### config.mk
export PLATFORM = sky130hd
export DESIGN_NAME = mav_param
export DESIGN_NICKNAME = d
export VERILOG_FILES = /design/src/rtl/mav_pkg.sv /design/src/rtl/mav_strobe.sv /design/src/rtl/mav_param.sv
export SDC_FILE = /design/constraint.sdc
export NUM_CORES = 1
export LEC_CHECK = 0
export BUFFER_PORTS_ARGS = -buffer_cell sky130_fd_sc_hd__buf_2
export CAP_MARGIN = 30
export CORE_ASPECT_RATIO = 0.7
export CORE_UTILIZATION = 55
export DETAILED_ROUTE_END_ITERATION = 10
export HOLD_SLACK_MARGIN = 0.03
export PLACE_DENSITY = 0.73
export SYNTH_ARGS = -nofsm -noshare
export SYNTH_HDL_FRONTEND = slang
export SYNTH_HIERARCHICAL = 1
export SYNTH_SLANG_ARGS = --single-unit
### constraint.sdc
create_clock -name clk -period 4.8 [get_ports clk]
set_input_delay 0.96 -clock clk [delete_from_list [all_inputs] [get_ports clk]]
set_output_delay 0.96 -clock clk [all_outputs]
set_load 0.05 [all_outputs]
### src/rtl/mav_pkg.sv
// Shared constants and helpers for the moving-average filter family.
package mav_pkg;

    localparam int MAV_LEVEL = 0;
    localparam int MAV_EDGE  = 1;
    localparam int MAV_TRUNC = 0;
    localparam int MAV_ROUND = 1;

    // Accumulator width: enough headroom for 2^log2_depth full-scale samples.
    function automatic int mav_sum_w(input int dw, input int log2_depth);
        return dw + log2_depth;
    endfunction

endpackage

### src/rtl/mav_strobe.sv
// Sample strobe qualification: registered copy of en plus take generation.
module mav_strobe
    import mav_pkg::*;
#(
    parameter int EDGE_MODE = MAV_EDGE
) (
    input  logic clk,
    input  logic rstn,
    input  logic en,
    output logic take
);

    logic en_q;

    // en_q tracks en every cycle, including during a flush.
    always_ff @(posedge clk or negedge rstn) begin
        if (!rstn) begin
            en_q <= 1'b0;
        end else begin
            en_q <= en;
        end
    end

    // Edge mode yields a single take per rising edge; level mode takes every cycle.
    always_comb begin
        if (EDGE_MODE == MAV_EDGE) begin
            take = en & ~en_q;
        end else begin
            take = en;
        end
    end

endmodule

### src/rtl/mav_param.sv
// Parametrised moving-average filter over a 2^LOG2_DEPTH sample window.
// Empty slots count as zero, so the average is always sum / N.
module mav_param
    import mav_pkg::*;
#(
    parameter int DW         = 16,
    parameter int LOG2_DEPTH = 2,
    parameter int EDGE_MODE  = MAV_EDGE,
    parameter int ROUND      = MAV_TRUNC
) (
    input  logic                  clk,
    input  logic                  rstn,
    input  logic                  en,
    input  logic                  clr,
    input  logic [DW-1:0]         d,
    output logic [DW-1:0]         m,
    output logic                  m_valid,
    output logic                  full,
    output logic [LOG2_DEPTH:0]   fill
);

    localparam int N  = 1 << LOG2_DEPTH;
    localparam int SW = mav_sum_w(DW, LOG2_DEPTH);
    localparam logic [LOG2_DEPTH:0] FILL_MAX = (LOG2_DEPTH + 1)'(N);
    // Half an LSB of the result, added before the shift in round-half-up mode.
    localparam logic [SW:0] HALF = (SW + 1)'((ROUND == MAV_ROUND) ? (N >> 1) : 0);

    logic                  take;
    logic [DW-1:0]         buf_mem [N];
    logic [SW-1:0]         sum_q;
    logic [LOG2_DEPTH-1:0] wp_q;
    logic [LOG2_DEPTH:0]   fill_q;
    logic [DW-1:0]         m_q;
    logic                  m_valid_q;
    logic                  full_q;

    logic [SW-1:0]         sum_nxt;
    logic [SW:0]           rnd_w;
    logic [DW-1:0]         m_nxt;
    logic [LOG2_DEPTH:0]   fill_nxt;

    mav_strobe #(
        .EDGE_MODE (EDGE_MODE)
    ) u_strobe (
        .clk  (clk),
        .rstn (rstn),
        .en   (en),
        .take (take)
    );

    // Next running sum, its scaled average, and the saturating fill count.
    // The result cannot exceed 2^DW-1 since sum <= N*(2^DW-1).
    always_comb begin
        sum_nxt  = sum_q + SW'(d) - SW'(buf_mem[wp_q]);
        rnd_w    = {1'b0, sum_nxt} + HALF;
        m_nxt    = DW'(rnd_w >> LOG2_DEPTH);
        fill_nxt = (fill_q == FILL_MAX) ? fill_q : fill_q + (LOG2_DEPTH + 1)'(1);
    end

    // Window, accumulator and registered outputs; flush beats a coincident take.
    always_ff @(posedge clk or negedge rstn) begin
        if (!rstn) begin
            for (int i = 0; i < N; i++) begin
                buf_mem[i] <= '0;
            end
            sum_q     <= '0;
            wp_q      <= '0;
            fill_q    <= '0;
            m_q       <= '0;
            m_valid_q <= 1'b0;
            full_q    <= 1'b0;
        end else if (clr) begin
            for (int i = 0; i < N; i++) begin
                buf_mem[i] <= '0;
            end
            sum_q     <= '0;
            wp_q      <= '0;
            fill_q    <= '0;
            m_q       <= '0;
            m_valid_q <= 1'b0;
            full_q    <= 1'b0;
        end else if (take) begin
            buf_mem[wp_q] <= d;
            sum_q         <= sum_nxt;
            wp_q          <= wp_q + LOG2_DEPTH'(1);
            fill_q        <= fill_nxt;
            full_q        <= full_q | (fill_nxt == FILL_MAX);
            m_q           <= m_nxt;
            m_valid_q     <= 1'b1;
        end else begin
            m_valid_q <= 1'b0;
        end
    end

    assign m       = m_q;
    assign m_valid = m_valid_q;
    assign full    = full_q;
    assign fill    = fill_q;

endmodule

# Word-level counts from Yosys, hierarchy flattened
# Index checks and enable logic that the tools add are counted.
[classes] n_lt_le_gt_ge=2 mul=0 n_eq_ne=2 div_mod_pow=0 bitwise=4 muxes=21 reduce_logical=2 shifts=0 n_addsub=4
[ops] cell="$mux 64" n=2
[ops] cell="$mux 16" n=5
[ops] cell="$bwmux 64" n=1
[ops] cell="$mux 18" n=2
[ops] cell="$bmux 16 s2" n=1
[ops] cell="$demux 16 s2" n=1
[ops] cell="$add 18x16->18" n=1
[ops] cell="$sub 18x16->18" n=1
[ops] cell="$mux 3" n=3
[ops] cell="$eq 3x3->1 const B" n=2
[ops] cell="$mux 1" n=4
[ops] cell="$mux 2" n=2
[ops] cell="$add 3x1->3 const B" n=1
[ops] cell="$ge 3x3->1 const B" n=1
[ops] cell="$lt 3x1->1 const B" n=1
[ops] cell="$not 2->3" n=1
[ops] cell="$add 2x1->2 const B" n=1
[ops] cell="$reduce_bool 2->1" n=1
[ops] cell="$and 1x1->1" n=1
[ops] cell="$logic_and 1x1->1" n=1
[ops] cell="$not 1->1" n=1
[ops] cell="$or 1x1->1" n=1
[word_totals] output_inout_bits=21 in_bits=20 rom_bits=0 mem_bits_rw=0 register_bits=106 elab_cells=46 latchBits=0 n_memories=0

# Depth between registers and ports, before layout
# Gate-level depths: netlist of the first run.
[logic_depth] ltp_word=8 ltp_mapped=13 ltp_nobuf=11

# Modules after synthesis
# The synthesis of the first run kept the hierarchy.
[modules_own_cells] mod="mav_param" cells_each=625 area_per_inst_um2=5586.6 seq_area_each_um2=2227.1 instances=1
[modules_own_cells] mod="mav_strobe" cells_each=2 area_per_inst_um2=38.8 seq_area_each_um2=25.0 instances=1

# Least setup slack after synthesis of the first run
# Ideal clock, no wire load.
[synth_path] path_type="flip-flop to flip-flop" from="register wp_q[0]" to="register sum_q[17]" setup_ns=0.127 path_slack_ns=0.907 synth_period_minus_slack_ns=3.893 n_path_buf=2 required_ns=4.673 arrival_ns=3.766 path_stages_with_launch=13 path_cell_list="dfrtp_1 buf_2 buf_2 mux4_2 fa_1 inv_1 ha_1 a21o_1 a21o_1 and3_1 or4b_1 nand3_1 mux2_1"
[synth_via] elab_chain_len=7
[synth_lines] element="start, declared" line_no="mav_param.sv:31" rtl="logic [LOG2_DEPTH-1:0] wp_q;"
[synth_lines] element="start signal, assigned" line_no="mav_param.sv:85" rtl="wp_q <= wp_q + LOG2_DEPTH'(1);"
[synth_lines] element="$not 2->3 (not written as such)" line_no="mav_param.sv:54" rtl="sum_nxt = sum_q + SW'(d) - SW'(buf_mem[wp_q]);"
[synth_lines] element="$bmux 16 s2" line_no="mav_param.sv:54"
[synth_lines] element="$mux 16 (not written as such) (2 in series)" line_no="mav_param.sv:54"
[synth_lines] element="$sub 18x16->18" line_no="mav_param.sv:54"
[synth_lines] element="$mux 18" line_no="mav_param.sv:82" rtl="end else if (take) begin"
[synth_lines] element="$mux 18" line_no="mav_param.sv:72" rtl="end else if (clr) begin"
[synth_lines] element="end signal, assigned" line_no="mav_param.sv:84" rtl="sum_q <= sum_nxt;"
[synth_lines] element="end, declared" line_no="mav_param.sv:30" rtl="logic [SW-1:0] sum_q;"
# No other way between the ends. The select of a mux whose other input is x is not followed.
# A chain may end at the register's enable or synchronous reset.

# Worst setup path in the final report of the first run
# Same ends and word-level chain as after synthesis.

==> results of run 1 <==
-- stage by stage --
step / area, sq um / hold slack [ns] / instances / utilization (%)
global placement: 5790 / 0.476 / 754 / 59.1
global route: 6060 / 0.536 / 768 / 61.9
CTS: 6060 / 0.519 / 768 / 61.9
floorplan: 5630 / 0.486 / 627 / -
detailed placement: 5790 / 0.506 / 754 / 59.1
finish: 6060 / 0.505 / 768 / 61.9
-- sequential cells by signal (all words and copies together), names as in the netlist --
register,count
buf_mem,64
fill,3
full,1
m_valid,1
sum_q,18
u_strobe/en_q,1
wp_q,2
-- power breakdown --
part,leakage [uW],switching (uW),internal (uW)
Clock,0.000130,297,375
Combinational,0.00149,574,327
Sequential,0.00124,35.6,802
-- layout make-up --
type / count / area, sq um
Clock inverter: 3 / 23.8
Inverter: 74 / 278
Clock buffer: 11 / 253
Tap cell: 128 / 160
Sequential cell: 90 / 2250
Multi-Input combinational cell: 416 / 2850
Fill cell: 832 / 3730
Timing Repair Buffer: 46 / 248
-- worst reg2reg max path, cell delays in order, from the launching register on --
cell and delay, ns:
dfrtp_1 0.51, buf_4 0.24, mux4_2 0.56, fa_1 0.50
inv_1 0.04, ha_1 0.39, a21oi_1 0.23, o21ai_0 0.16
or3_1 0.32, or4b_1 0.46, nand3_1 0.09, mux2_1 0.32
-- logic make-up after synthesis --
kind of cell | after synthesis | share of synthesized area, %
flops | 90 | 40.0
compound gates | 121 | 12.7
simple gates | 216 | 16.6
fa+ha+maj | 40 | 11.0
xor+xnor | 9 | 1.40
mux | 30 | 8.96
buf+inv | 121 | 9.32
-- final timing paths --
path                            slack [ns]     from    endpoint
max in group asynchronous             3.19     rstn  buf_mem[6]
worst min-delay path                  0.51     full        full
worst max-delay path                  0.87  wp_q[0]   sum_q[17]
worst max register to register        0.87  wp_q[0]   sum_q[17]
worst min register to register        0.51     full        full
min in group asynchronous             0.63     rstn   sum_q[13]
-- cell usage in the layout (no fill, tap or decap), types with 2 or more instances in the layout --
master      netlist  final
a21o_1            9      9
a21oi_1          79     79
a31oi_1           2      2
and2_1            5      5
and3_1            7      7
buf_2             2     39
buf_4            16      7
clkbuf_16         0      9
clkbuf_8          0      2
clkinvlp_4        0      2
dfrtp_1          90     90
fa_1             16     16
ha_1             24     24
inv_1            74     74
mux2_2            2      2
mux2i_1          11     11
mux4_2           16     16
nand2_1         150    150
nand3_1           4      4
nand4_1           4      4
nor2_1           23     23
nor2b_1           2      2
nor3_1            8      8
o21a_1            2      2
o21ai_0           8      8
o22ai_1           2      2
o311ai_0          3      3
o31ai_1           2      2
or3_1             2      2
xnor2_1           8      8
-- layer usage --
| metal | global-route usage, % | vias to the layer above | wire, microns |
|---|---|---|---|
| met5 | 0 | - | 0 |
| met4 | 5.54 | 0 | 74 |
| met3 | 7.17 | 8 | 943 |
| met2 | 41.0 | 167 | 6080 |
| met1 | 40.5 | 2215 | 6330 |
| li1 | - | 2079 | - |
==> flow_summary.ini, run 1 <==
[outcome]
status = complete, no violations

[grt]
antenna_found_initial = 0
grt_pass1_wl_microns = 22000
grt_max_degree = 87
grtUsageTotal_pct = 27.5
overflow = 0
grt_pass1_vias = 4285

[worst_setup_path]
path_cells = buf_4 > mux4_2 > fa_1 > inv_1 > ha_1 > a21oi_1 > o21ai_0 > or3_1 > or4b_1 > nand3_1 > mux2_1
crit_family = adder cells
critPathArrivalTime_ns = 4.15
cp.depth = 11
worstRegToRegCells = 11
worstSetupPathType = register to register
startpoint_type = register
cp.required_ns = 5.03
critical_path_buf_inv_count = 2
end_kind = register
worst_path_max_delay_cell = mux4_2
crit_fanout = 8
slowest_delay_ns = 0.55

[floorplanning]
die_width_microns = 123
initial_core_util_pct = 57.4
fp.dieArea_sq_um = 10600
core_sq_um = 9800
rows = 30
io_pins = 41
die_h_microns = 86.6

[clock_tree]
cts_tree = yes
cts_inserted_buffers = 9
root_buffer = clkbuf_16
clkTransAtPathRegs_ns = 0.07
clock_sinks = 90
cts_buffer_depth = 2
cts_setup_buffers = 0
htreeDepth = 3
cts_resized = 0
ctsHoldBuffers = 0
clkLatencyLatePin_ns = 0.35

[logic_synthesis]
ys_seq_elements = 90
yosys-top-cells-area = dfrtp_1, nand2_1, a21oi_1
yosysMostFrequentCell = nand2_1
synthTopCellsByCount = nand2_1, dfrtp_1, a21oi_1
ys_warn_count = 6
async_flop_share_pct = 100
syn_nets = 687
yosysSeqAreaShare_pct = 40.0
synth_flop_cell = dfrtp_1
netlist_area_sq_um = 5630
synth_top_area_cell = dfrtp_1
synth_top_area_share_pct = 40.0
ys_types = 57
synth_edf_count = 0
syn_inst = 627
synth_area_per_cell_sq_um = 8.97

[timing]
relSlewSlack_pct = 39.3
setup_ws_ns = 0.874
setup_tns_ns = 0
max_freq_mhz = 255
min_period_over_period_pct = 81.8
setup_viol = 0
finalHoldViolations = 0
min_period_ns = 3.93
final.setup_skew_ns = 0.00745
worst_pin_slew_ns = 0.911
maxSlewViolCount = 0
rsz0062_at_grt = no

[min_path]
min_path_cells = 2
min_path_type = register to register

[placement]
hpwlAfterDp_microns = 9270
port_buffers = 40
dp_slack_ns = 0.878
gp_congestion = 0.882

[finish]
fin_nets = 697
area_growth_pct = 7.78
antenna_cells = 0
drive_above_1_share_pct = 13.1

[pwr]
powerDensity_nw_per_um2 = 398
p_leak_uw = 0.00285
finalPower_uw = 2410
ir_drop_v = 0.000216

[routing]
viasPerCell = 5.82
antenna_left = 0
drc = 0
drt_iter0_markers = 409
drtPass1Iterations = 5
via_count = 4469
wire_per_inst_microns = 17.5
finalWirelength_microns = 13400

[run]
cap_violations = 0
Power figures use the tool's default switching activity.
==> inputs of run 2 (changes only) <==
Settings changed: ABC_AREA from default to 1.
Clock period 4.8 ns to 3.73 ns, I/O delays scaled along.
==> flow_summary.ini, run 2 <==
[finish]
fin_nets = 785
fill_cells = 870
final_common_cell = nand2_1
largest_reg_flops = 64
largest-register = buf_mem
mostFrequentLayoutCells = nand2_1, o21ai_0, inv_1, dfrtp_1, nand3_1
area_growth_pct = 9.25
antenna_cells = 0
drive_above_1_share_pct = 11.2

[grt]
grt_max_degree = 64
grt_pass1_wl_microns = 23100
grt_pass1_vias = 4577
antenna_found_initial = 0
grtUsageTotal_pct = 28.8
overflow = 0

[logic_synthesis]
syn_nets = 770
synthAdderAreaFrac_pct = 11.2
synth_top_area_share_pct = 40.5
synth-xor-area-share_pct = 0.315
yosys-top-cells-area = dfrtp_1, o21ai_0, nand2_1
yosys.area_share.simple_pct = 21.4
yosysSeqAreaShare_pct = 40.5
synth_top_area_cell = dfrtp_1
ys_warn_count = 6
synth_area_per_cell_sq_um = 7.83
netlist_area_sq_um = 5560
ys_seq_elements = 90
synthMuxAreaShare_pct = 0
yosysMostFrequentCell = nand2_1
async_flop_share_pct = 100
ys_types = 32
synthTopCellsByCount = nand2_1, o21ai_0, inv_1
synth-compound-area-share_pct = 15.3
synth_top_family_by_area = simple AND/OR/NAND/NOR gates
synth_flop_cell = dfrtp_1
syn_inst = 710
synth_edf_count = 0

[pwr]
ir_drop_v = 0.000421
finalPower_uw = 3410
powerDensity_nw_per_um2 = 562
pwr-share-comb_pct = 40.2
clkPwrFrac_pct = 28.5
internal_power_uw = 2040
p_sw_share_pct = 40.2
seq_power_share_pct = 31.3
p_sw_uw = 1370
p_leak_uw = 0.00307

[floorplanning]
initial_core_util_pct = 57.0
die_width_microns = 122
fp.dieArea_sq_um = 10500
die_h_microns = 86.1
core_sq_um = 9760
rows = 30
io_pins = 41

[placement]
dp_slack_ns = 0.690
hpwlAfterDp_microns = 9510
port_buffers = 40
gp_congestion = 0.967

[clock_tree]
htreeDepth = 3
cts_inserted_buffers = 9
cts_buffer_depth = 2
clock_sinks = 90
cts_resized = 0
root_buffer = clkbuf_16
cts_setup_buffers = 0
clkTransAtPathRegs_ns = 0.06
clkLatencyLatePin_ns = 0.34
cts_tree = yes
ctsHoldBuffers = 0

[min_path]
min_path_type = register to register
hp-start = full
min_path_cells = 2
hold_end = full

[worst_setup_path]
timing.rr.end = sum_q[8]
crit_fanout = 19
worst_path_max_delay_cell = fa_1
r2r_start = wp_q[1]
worst-r2r-setup-slack_ns = 0.59
worstSetupPathType = register to register
worstRegToRegCells = 12
cp.required_ns = 3.93
startpoint_type = register
critPathArrivalTime_ns = 3.34
path_cells = inv_1 > o21ai_0 > o22ai_1 > fa_1 > inv_1 > ha_1 > a21oi_1 > o21ai_2 > nand2_1 > nand2_2 > o21ai_0 > o21ai_0
crit_top_cell = o21ai_0
slowest_delay_ns = 0.45
end_kind = register

[timing]
setup_ws_ns = 0.591
final.setup_skew_ns = 0.00743
setup_tns_ns = 0
worst_hold_slack_ns = 0.489
setup_viol = 0
rsz0062_at_grt = no
maxSlewViolCount = 0
worst_pin_slew_ns = 1.06
max_freq_mhz = 319
relSlewSlack_pct = 28.9
min_period_over_period_pct = 84.1
finalHoldViolations = 0
min_period_ns = 3.14

[run]
cap_violations = 0

[routing]
wire_per_inst_microns = 16.2
drtPass1Iterations = 5
viasPerCell = 5.65
drt_iter0_markers = 509
finalWirelength_microns = 13900
via_count = 4846
antenna_left = 0
drc = 0

[outcome]
status = complete, no violations
[run 2: power groups by stage]
stage | sequential, uW | clock, uW | combinational [uW]
2_1_floorplan | 1080 | 0 | 1060
3_3_place_gp | 1080 | 0 | 1300
3_5_place_dp | 1080 | 0 | 1330
4_1_cts | 1070 | 980 | 1340
5_1_grt | 1070 | 1030 | 1540
6_report | 1070 | 972 | 1370
[run 2: final cells by class]
| type | instances | area [sq um] | share of cell area [%] |
|---|---|---|---|
| sequential | 90 | 2250 | 37.1 |
| timing repair buffer | 50 | 298 | 4.90 |
| tap | 128 | 160 | 2.64 |
| inverter | 100 | 375 | 6.18 |
| clock inverter | 5 | 78.8 | 1.30 |
| clock buffer | 11 | 233 | 3.83 |
| multi-input combinational | 474 | 2680 | 44.1 |
[run 2: worst max-delay path by stage]
stage / start / endpoint / slack [ns] / cells after the start
6_report: wp_q[1] / sum_q[8] / 0.59 / 12
3_3_place_gp: wp_q[1] / sum_q[8] / 0.72 / 12
2_1_floorplan: wp_q[0] / sum_q[14] / 1.08 / 15
4_1_cts: wp_q[1] / sum_q[8] / 0.67 / 12
5_1_grt: wp_q[1] / sum_q[8] / 0.34 / 12
3_5_place_dp: wp_q[1] / sum_q[8] / 0.69 / 12
[run 2: per-layer routing]
| layer | track usage, % | vias up | share of wire (%) |
|---|---|---|---|
| li1 | - | 2328 | - |
| met1 | 42.1 | 2298 | 48 |
| met2 | 43.5 | 205 | 44 |
| met3 | 4.99 | 15 | 7.0 |
| met4 | 8.87 | 0 | 1.1 |
| met5 | 0 | - | 0 |
[run 2: critical path: cells and delay by family (launching register included)]
| family | cells | cell delay (ns) |
|---|---|---|
| fa+ha+maj | 2 | 0.74 |
| simple gates | 2 | 0.20 |
| buf+inv | 2 | 0.52 |
| flops | 1 | 0.38 |
| compound gates | 6 | 1.17 |
[run 2: through the flow]
step / cells / util (%) / cell area (sq um)
final: 858 / 62.2 / 6070
after global routing: 858 / 62.2 / 6070
after CTS: 857 / 61.9 / 6050
after detailed placement: 841 / 58.8 / 5730
after global placement: 841 / 58.8 / 5730
after floorplan: 710 / - / 5560
[run 2: cell families after synthesis]
family                   after synthesis
adder cells (fa/ha/maj)               40
XOR/XNOR                               2
flip-flops                            90
buffers and inverters                146
AND/OR/NAND/NOR                      273
AO/OA/AOI/OAI                        159
==> inputs of run 3 (changes only) <==
Settings changed: ABC_AREA 1 to 0.
Clock period 3.73 ns to 3.1 ns, I/O delays scaled along.
==> flow_summary.ini, run 3 (synthesis gave the netlist of run 1 again) <==
[outcome]
status = finished with violations
violations = setup timing

[worst_setup_path]
worstRegToRegCells = 11
end_kind = register
critical_path_buf_inv_count = 2
critPathArrivalTime_ns = 3.70
crit_fanout = 10
timing.rr.end = sum_q[17]
r2r_start = wp_q[0]
worst-r2r-setup-slack_ns = -0.37
slowest_delay_ns = 0.56
cp.required_ns = 3.33
startpoint_type = register
crit_family = multiplexers
path_cells = buf_12 > mux4_2 > fa_1 > inv_1 > ha_4 > a21o_1 > a21o_1 > and3_1 > or4b_4 > nand3_2 > mux2_4
worstSetupPathType = register to register
worst_path_max_delay_cell = mux4_2
crit_top_cell = a21o_1

[routing]
antenna_left = 0
finalWirelength_microns = 15200
drtPass1Iterations = 5
via_count = 4700
drc = 0
drt_iter0_markers = 286
viasPerCell = 5.66
wire_per_inst_microns = 18.3

[timing]
setup_viol = 12
finalHoldViolations = 0
maxSlewViolCount = 0
min_period_ns = 3.47
worst_pin_slew_ns = 0.927
max_freq_mhz = 288
setup_ws_ns = -0.372
worst_hold_slack_ns = 0.295
min_period_over_period_pct = 112
final.setup_skew_ns = 0.00786
rsz0062_at_grt = yes
relSlewSlack_pct = 38.2

[floorplanning]
core_sq_um = 9800
rows = 30
initial_core_util_pct = 57.4
die_h_microns = 86.6
io_pins = 41
fp.dieArea_sq_um = 10600
die_width_microns = 123

[finish]
mostFrequentLayoutCells = nand2_1, dfrtp_1, a21oi_1, inv_1, buf_4
seqCellArea_sq_um = 2250
largest_reg_flops = 64
antenna_cells = 0
multi_input_comb_area_sq_um = 3190
fin_util_pct = 70.5
fill_cells = 736
final_common_cell = nand2_1
fin_nets = 758
drive_above_1_share_pct = 27.2
area_growth_pct = 22.9
largest-register = buf_mem

[pwr]
p_leak_uw = 0.00320
ir_drop_v = 0.000312
powerDensity_nw_per_um2 = 653

[clock_tree]
cts_buffer_depth = 2
clkLatencyLatePin_ns = 0.34
root_buffer = clkbuf_16
clkTransAtPathRegs_ns = 0.07
clock_sinks = 90
cts_inserted_buffers = 9
htreeDepth = 3
ctsHoldBuffers = 0
cts_tree = yes

[grt]
grt_pass1_vias = 4669
grt_max_degree = 87
antenna_found_initial = 0
grtUsageTotal_pct = 30.4
grt_pass1_wl_microns = 24100
overflow = 0

[min_path]
min_path_type = input pin to async pin

[placement]
gp_congestion = 0.907
port_buffers = 40
hpwlAfterDp_microns = 9870

[run]
cap_violations = 0
## run 3: cell type report
| class | count | area share (%) |
|---|---|---|
| multi-input cells | 416 | 46.1 |
| flip-flops and latches | 90 | 32.6 |
| repair buffers | 107 | 10.8 |
| inverters | 74 | 4.02 |
| clock buffers | 11 | 3.37 |
| well taps | 128 | 2.32 |
| clock inverters | 4 | 0.760 |
## run 3: worst register-to-register path, cell delays in order, from the launching register on
cell and delay [ns]:
dfrtp_2 0.43, buf_12 0.16, mux4_2 0.56, fa_1 0.51
inv_1 0.07, ha_4 0.16, a21o_1 0.19, a21o_1 0.17
and3_1 0.17, or4b_4 0.54, nand3_2 0.10, mux2_4 0.30
## run 3: what timing repair did
item	4_1_cts	5_1_grt
pin swaps	3	7
setup endpoints to repair	12	14
resized for setup	20	16
setup buffers	3	4
## run 3: power by group
part / internal (uW) / switching [uW] / leakage (uW) / total, uW
Combinational: 964 / 1160 / 0.00182 / 2130
Sequential: 1240 / 51.1 / 0.00124 / 1290
Clock: 625 / 472 / 0.000140 / 1100
Total: 2830 / 1690 / 0.00320 / 4520
## run 3: worst max path at each step
stage                           end  depth (start not counted)  slack (ns)    start
final                     sum_q[17]                         11       -0.37  wp_q[0]
after global placement    sum_q[17]                         11       -0.35  wp_q[0]
after floorplan           sum_q[17]                         12       -0.39  wp_q[0]
after detailed placement  sum_q[17]                         11       -0.42  wp_q[0]
after global routing      sum_q[17]                         11       -0.45  wp_q[0]
after CTS                 sum_q[17]                         11       -0.37  wp_q[0]
## run 3: stage by stage
step	total power (uW)	area, sq um	cells	worst slack, ns	setup TNS [ns]
final	4520	6910	830	-0.372	-3.16
after global routing	4740	6910	830	-0.452	-4.30
after CTS	4350	6810	826	-0.371	-2.47
after detailed placement	3140	6370	808	-0.424	-3.36
after global placement	3090	6370	808	-0.349	-2.69
after floorplan	2590	5800	627	-0.393	-1.08
## run 3: layer usage
layer / global-route usage [%] / vias to the layer above / share of wire (%)
li1: - / 2200 / -
met1: 42.2 / 2314 / 45
met2: 48.9 / 161 / 47
met3: 5.39 / 25 / 5.3
met4: 8.98 / 0 / 2.0
met5: 0 / - / 0
